===== config.mk =====
export PLATFORM = sky130hd
export DESIGN_NAME = mips_mem_arbiter
export DESIGN_NICKNAME = d
export VERILOG_FILES = /design/src/rtl/mips_pkg.sv /design/src/rtl/mips_starve_ctr.sv /design/src/rtl/mips_mem_arbiter.sv
export SDC_FILE = /design/constraint.sdc
export NUM_CORES = 1
export LEC_CHECK = 0
export CORE_MARGIN = 1.5
export CORE_UTILIZATION = 45
export DETAILED_ROUTE_END_ITERATION = 16
export PLACE_DENSITY = 0.84
export REMOVE_ABC_BUFFERS = 1
export SYNTH_ARGS = -nofsm -noshare
export SYNTH_HDL_FRONTEND = slang
export SYNTH_SLANG_ARGS = --single-unit

===== constraint.sdc =====
create_clock -name clk -period 2.7 [get_ports clk]
set_input_delay 0.54 -clock clk [delete_from_list [all_inputs] [get_ports clk]]
set_output_delay 0.54 -clock clk [all_outputs]
set_load 0.05 [all_outputs]

===== src/rtl/mips_pkg.sv =====
// Shared widths and encodings for the fetch/data memory arbiter.
// The FSM only ever distinguishes "free to arbitrate" from "access in flight".
package mips_pkg;

  localparam int DW_DEF = 32;
  localparam int AW_DEF = 10;
  localparam int CNT_W  = 4;

  typedef enum logic {
    ST_IDLE   = 1'b0,
    ST_ACCESS = 1'b1
  } state_t;

  typedef enum logic {
    SEL_IF = 1'b0,
    SEL_DM = 1'b1
  } sel_t;

endpackage


===== src/rtl/mips_starve_ctr.sv =====
// Counts consecutive data wins taken while a fetch was waiting; force_if tells the
// arbiter the fetch side must win the next contested slot.
module mips_starve_ctr
  import mips_pkg::*;
#(
  parameter int MAX_STARVE = 2
) (
  input  logic clk,
  input  logic rst_n,
  input  logic inc,
  input  logic clr,
  output logic force_if
);

  localparam logic [CNT_W-1:0] MAX_C = CNT_W'(MAX_STARVE);

  logic [CNT_W-1:0] cnt_q, cnt_d;

  always_comb begin
    cnt_d = cnt_q;
    if (clr) begin
      cnt_d = '0;
    end else if (inc && (cnt_q != MAX_C)) begin
      cnt_d = cnt_q + 1'b1;
    end
  end

  always_ff @(posedge clk or negedge rst_n) begin
    if (!rst_n) begin
      cnt_q <= '0;
    end else begin
      cnt_q <= cnt_d;
    end
  end

  assign force_if = (cnt_q == MAX_C);

endmodule


===== src/rtl/mips_mem_arbiter.sv =====
// Serialises IF fetches and MEM loads/stores onto one memory with a fixed read latency.
// rst_n is expected to arrive with its release already synchronised to clk.
module mips_mem_arbiter
  import mips_pkg::*;
#(
  parameter int DW         = DW_DEF,
  parameter int AW         = AW_DEF,
  parameter int LAT        = 1,
  parameter int MAX_STARVE = 2
) (
  input  logic          clk,
  input  logic          rst_n,
  input  logic          halted,
  input  logic          if_req,
  input  logic [AW-1:0] if_addr,
  output logic          if_gnt,
  output logic          if_rvalid,
  output logic [DW-1:0] if_rdata,
  input  logic          dm_req,
  input  logic          dm_we,
  input  logic [AW-1:0] dm_addr,
  input  logic [DW-1:0] dm_wdata,
  output logic          dm_gnt,
  output logic          dm_rvalid,
  output logic [DW-1:0] dm_rdata,
  output logic          mem_en,
  output logic          mem_we,
  output logic [AW-1:0] mem_addr,
  output logic [DW-1:0] mem_wdata,
  input  logic [DW-1:0] mem_rdata,
  output logic          stall_if,
  output logic          stall_mem
);

  localparam logic [CNT_W-1:0] LAT_C = CNT_W'(LAT);

  state_t           state_q, state_d;
  sel_t             sel_q, sel_d;
  logic [CNT_W-1:0] lat_q, lat_d;
  logic             gnt_q, gnt_d;
  logic             mem_en_q, mem_en_d;
  logic             mem_we_q, mem_we_d;
  logic             acc_we_q, acc_we_d;
  logic             rvalid_q, rvalid_d;
  logic [AW-1:0]    mem_addr_q, mem_addr_d;
  logic [DW-1:0]    mem_wdata_q, mem_wdata_d;
  logic [DW-1:0]    if_rdata_q, if_rdata_d;
  logic [DW-1:0]    dm_rdata_q, dm_rdata_d;

  logic elig_if, pick_if, arb, force_if;
  logic if_done, dm_done, dm_load_done, busy_if, busy_dm;

  assign elig_if      = if_req & ~halted;
  assign pick_if      = elig_if & (~dm_req | force_if);
  assign arb          = (state_q == ST_IDLE) & (elig_if | dm_req);
  assign if_done      = rvalid_q & (sel_q == SEL_IF);
  assign dm_done      = rvalid_q & (sel_q == SEL_DM);
  assign dm_load_done = dm_done & ~acc_we_q;
  assign busy_if      = (state_q == ST_ACCESS) & (sel_q == SEL_IF);
  assign busy_dm      = (state_q == ST_ACCESS) & (sel_q == SEL_DM);

  mips_starve_ctr #(.MAX_STARVE(MAX_STARVE)) u_starve (
    .clk      (clk),
    .rst_n    (rst_n),
    .inc      (arb & ~pick_if & elig_if),
    .clr      (arb & pick_if),
    .force_if (force_if)
  );

  always_comb begin
    state_d     = state_q;
    sel_d       = sel_q;
    lat_d       = lat_q;
    gnt_d       = 1'b0;
    mem_en_d    = 1'b0;
    mem_we_d    = 1'b0;
    acc_we_d    = acc_we_q;
    rvalid_d    = 1'b0;
    mem_addr_d  = mem_addr_q;
    mem_wdata_d = mem_wdata_q;
    if_rdata_d  = if_rdata_q;
    dm_rdata_d  = dm_rdata_q;

    if (state_q == ST_IDLE) begin
      if (arb) begin
        state_d    = ST_ACCESS;
        lat_d      = CNT_W'(1);
        sel_d      = pick_if ? SEL_IF : SEL_DM;
        gnt_d      = 1'b1;
        mem_en_d   = 1'b1;
        mem_we_d   = ~pick_if & dm_we;
        acc_we_d   = ~pick_if & dm_we;
        mem_addr_d = pick_if ? if_addr : dm_addr;
        if (~pick_if & dm_we) begin
          mem_wdata_d = dm_wdata;
        end
      end
    end else if (lat_q == LAT_C) begin
      state_d  = ST_IDLE;
      rvalid_d = 1'b1;
    end else begin
      lat_d = lat_q + 1'b1;
    end

    // Read data is only on mem_rdata during the rvalid cycle; keep a copy for later.
    if (if_done) begin
      if_rdata_d = mem_rdata;
    end
    if (dm_load_done) begin
      dm_rdata_d = mem_rdata;
    end
  end

  always_ff @(posedge clk or negedge rst_n) begin
    if (!rst_n) begin
      state_q     <= ST_IDLE;
      sel_q       <= SEL_IF;
      lat_q       <= '0;
      gnt_q       <= 1'b0;
      mem_en_q    <= 1'b0;
      mem_we_q    <= 1'b0;
      acc_we_q    <= 1'b0;
      rvalid_q    <= 1'b0;
      mem_addr_q  <= '0;
      mem_wdata_q <= '0;
      if_rdata_q  <= '0;
      dm_rdata_q  <= '0;
    end else begin
      state_q     <= state_d;
      sel_q       <= sel_d;
      lat_q       <= lat_d;
      gnt_q       <= gnt_d;
      mem_en_q    <= mem_en_d;
      mem_we_q    <= mem_we_d;
      acc_we_q    <= acc_we_d;
      rvalid_q    <= rvalid_d;
      mem_addr_q  <= mem_addr_d;
      mem_wdata_q <= mem_wdata_d;
      if_rdata_q  <= if_rdata_d;
      dm_rdata_q  <= dm_rdata_d;
    end
  end

  assign if_gnt    = gnt_q & (sel_q == SEL_IF);
  assign dm_gnt    = gnt_q & (sel_q == SEL_DM);
  assign if_rvalid = if_done;
  assign dm_rvalid = dm_done;
  assign if_rdata  = if_done ? mem_rdata : if_rdata_q;
  assign dm_rdata  = dm_load_done ? mem_rdata : dm_rdata_q;
  assign mem_en    = mem_en_q;
  assign mem_we    = mem_we_q;
  assign mem_addr  = mem_addr_q;
  assign mem_wdata = mem_wdata_q;
  assign stall_if  = (elig_if | busy_if) & ~if_done;
  assign stall_mem = (dm_req | busy_dm) & ~dm_done;

endmodule


==> flow_summary.toml <==
[cts]
clock-sinks = 120
htreeDepth = 4
path_clk_slew_ns = 0.05
clk_path_buf_depth = 2
cts_buffers = 17
clk_latency_ns = 0.49
cts_tree = "done"
ctsRootBufferMaster = "clkbuf_8"

[sta]
fmax_mhz = 384
fin_crit_ns = 2.61
fin_worst_skew_ns = 0.00763
hold_viol = 0
tns_ns = 0
min_period_over_period_pct = 96.5
slew_headroom_pct = 54.9
whs_ns = 0.0235
rsz0062_at_grt = "no"
layout_setup_ws_ns = 0.0948
slew_viol_final = 0
final-setup-viol-count = 0
worstMarginPinSlew_ns = 0.674

[placement]
pre_cts_slack_ns = 0.139
dp.cells = 640
gp_congestion = 0.710
port_buffers = 203
dp_hpwl_um = 8100

[yosys]
synth_area_sq_um = 4820
synth_seq_cells = 120
ys_seq_area_share_pct = 62.2
syn_area_per_cell_sq_um = 15.6
synth_ff_type = "dfrtp_1"
yosysUniqueCellTypes = 37
postSynthCellCount = 309
synthArstFlopShare_pct = 100
synth_edf_count = 0
synth_top_area_cell = "dfrtp_1"
synth.top_cell.area_share_pct = 62.2
netlist_top_cells_area = "dfrtp_1 62%, mux2_2 16%, mux2_4 8.7%, a21o_1 1.9%, a22o_1 1.8%"
synth_warnings = 0

[pwr]
p_comb_share_pct = 49.8
leakage_nw = 3.64
power_switching_mw = 3.70
ir_worst_vdd_mv = 0.719
p_int_mw = 5.74
p_seq_share_pct = 26.9
sw_frac_of_total_pct = 39.2
power.density_nw_per_um2 = 1190
power_frac_clock_pct = 23.2

[setup_path]
cp.depth = 5
reg2reg_depth = 7
required_ns = 2.16
cp_top_family = "buffers and inverters"
critical_path_class = "reg -> out"
cp-start-kind = "flip-flop"
crit_fanout = 16
slowest_delay_ns = 0.40
rr_startpoint = "u_starve.cnt_q[0]"
startpoint = "sel_q"
critical_path.n_buffers_inverters = 2
cp_cell_sequence = "and2_2, nand2b_4, bufbuf_16, mux2_2, buf_12"
r2r-end = "mem_wdata[4]"
r2r_slack_ns = 0.58
worst_ep_arrival_time_ns = 2.07
slowest_stage = "dfrtp_2"
endpoint = "dm_rdata[5]"
critPathCaptureType = "output pin"

[layout]
final_cell_count_no_fill = 674
nets = 619
antenna_cells = 0
drive_gt1_share_pct = 38.3
num-fill-cells = 660
syn_to_final_growth_pct = 64.1

[detailed_routing]
wirelength_um = 11700
vias = 3342
initialDrtViolationCount = 98
viasPerCell = 4.96
dr.pass1.iters = 4
ant_nets = 0
drc = 0
avgRoutedWirePerCell_um = 17.4

[die]
die_h_um = 107
start_util_pct = 46.5
die_w_um = 107
die-area_sq_um = 11400
io_pins = 204
core_sq_um = 10400
num_rows = 37

[run_status]
status = "completed"

[global_routing]
grt_pass1_vias = 3626
grt_usage_pct = 21.3
antenna_found_initial = 0
grt_max_degree = 65
grt_pass1_wl_um = 18300
grt_overflow = 0

[hold_path]
hold_class = "in -> async"

[flow_run]
max_cap_violations = 0
[stage by stage]
| stage | util (%) | total power, mW | instance area [sq um] |
|---|---|---|---|
| final | 76.4 | 9.44 | 7920 |
| after detailed placement | 70.3 | 7.26 | 7290 |
| after floorplan | - | 5.29 | 4720 |
| after global placement | 70.3 | 7.18 | 7290 |
| after global routing | 76.4 | 9.79 | 7920 |
| after CTS | 76.4 | 9.52 | 7920 |
[layout by cell type, fill, tap and decap left out, types with 3 or more instances in the layout]
cell type / count
nand2b_1: 3
mux2_2: 67
bufinv_16: 3
clkbuf_16: 16
ha_1: 4
a21oi_1: 3
a21o_1: 12
a22o_1: 10
inv_1: 8
nand2_1: 6
buf_12: 38
buf_4: 38
nor2_1: 3
clkbuf_1: 5
dfrtp_1: 119
nor2b_1: 3
clkdlybuf4s50_1: 135
clkinv_2: 3
mux2_4: 28
clkbuf_8: 3
[kinds of logic (layout without fill, tap and decap cells)]
logic type,after synthesis,in the layout,synth area share [%]
buffers and inverters,23,252,2.77
flip-flops,120,120,62.2
multiplexers,98,98,25.0
adder cells (fa/ha/maj),4,4,1.04
AND/OR/NAND/NOR,29,29,3.27
AO/OA/AOI/OAI,35,35,5.68
[cells in the mapped netlist, drive strengths merged, types with 2 or more instances]
library cell  count
a21o             12
a21oi             4
a22o             10
and2              3
and3              2
buf              13
clkbuf            2
dfrtp           120
ha                4
inv               8
mux2             96
mux2i             2
nand2             7
nand2b            4
nand3             2
nor2              3
nor2b             4
nor3              2
[timing repair]
action                                  in CTS  in global routing
setup buffers                                1                  0
endpoints found under the setup margin      32                  0
hold buffers                                 0                  0
resized for setup                            2                  0
endpoints found under the hold margin        0                  0
[worst min-delay path by stage]
stage / from / to / slack, ns / cells after the start
floorplan: rst_n / acc_we_q / 0.24 / 0
global placement: dm_rdata_q[6] / dm_rdata_q[6] / 0.48 / 1
detailed placement: if_rdata_q[20] / if_rdata_q[20] / 0.49 / 1
CTS: rst_n / dm_rdata_q[23] / 0.02 / 1
global route: rst_n / dm_rdata_q[30] / 0.04 / 1
finish: rst_n / dm_rdata_q[23] / 0.02 / 1
[power by group through the flow]
stage / Combinational, mW / Clock (mW) / Sequential (mW)
floorplan: 2.27 / 0 / 3.02
global placement: 4.63 / 0 / 2.54
detailed placement: 4.70 / 0 / 2.56
CTS: 4.74 / 2.24 / 2.54
global route: 4.86 / 2.33 / 2.60
finish: 4.70 / 2.19 / 2.54
[sequential cells by signal, indices dropped and copies added (netlist names), 4 cells and up]
name	flops
lat_q	4
u_starve.cnt_q	4
dm_rdata_q	32
mem_addr	10
if_rdata_q	32
mem_wdata	32
[layout make-up]
cell class                 count  area (sq um)  area share (%)
tap                          136           170            2.15
inverter                       8          30.0           0.379
clock inverter                 8           120            1.52
sequential                   120          3000            37.9
clock buffer                  24           460            5.82
multi-input combinational    166          1700            21.5
timing repair buffer         212          2430            30.7
[routing by layer]
metal	track usage, %	up-vias	wire, um
met3	6.68	8	799
met5	0	-	0
met4	6.76	0	118
met1	25.2	1659	4800
met2	36.9	145	6030
li1	-	1530	-
(Power assumes the default switching activity.)
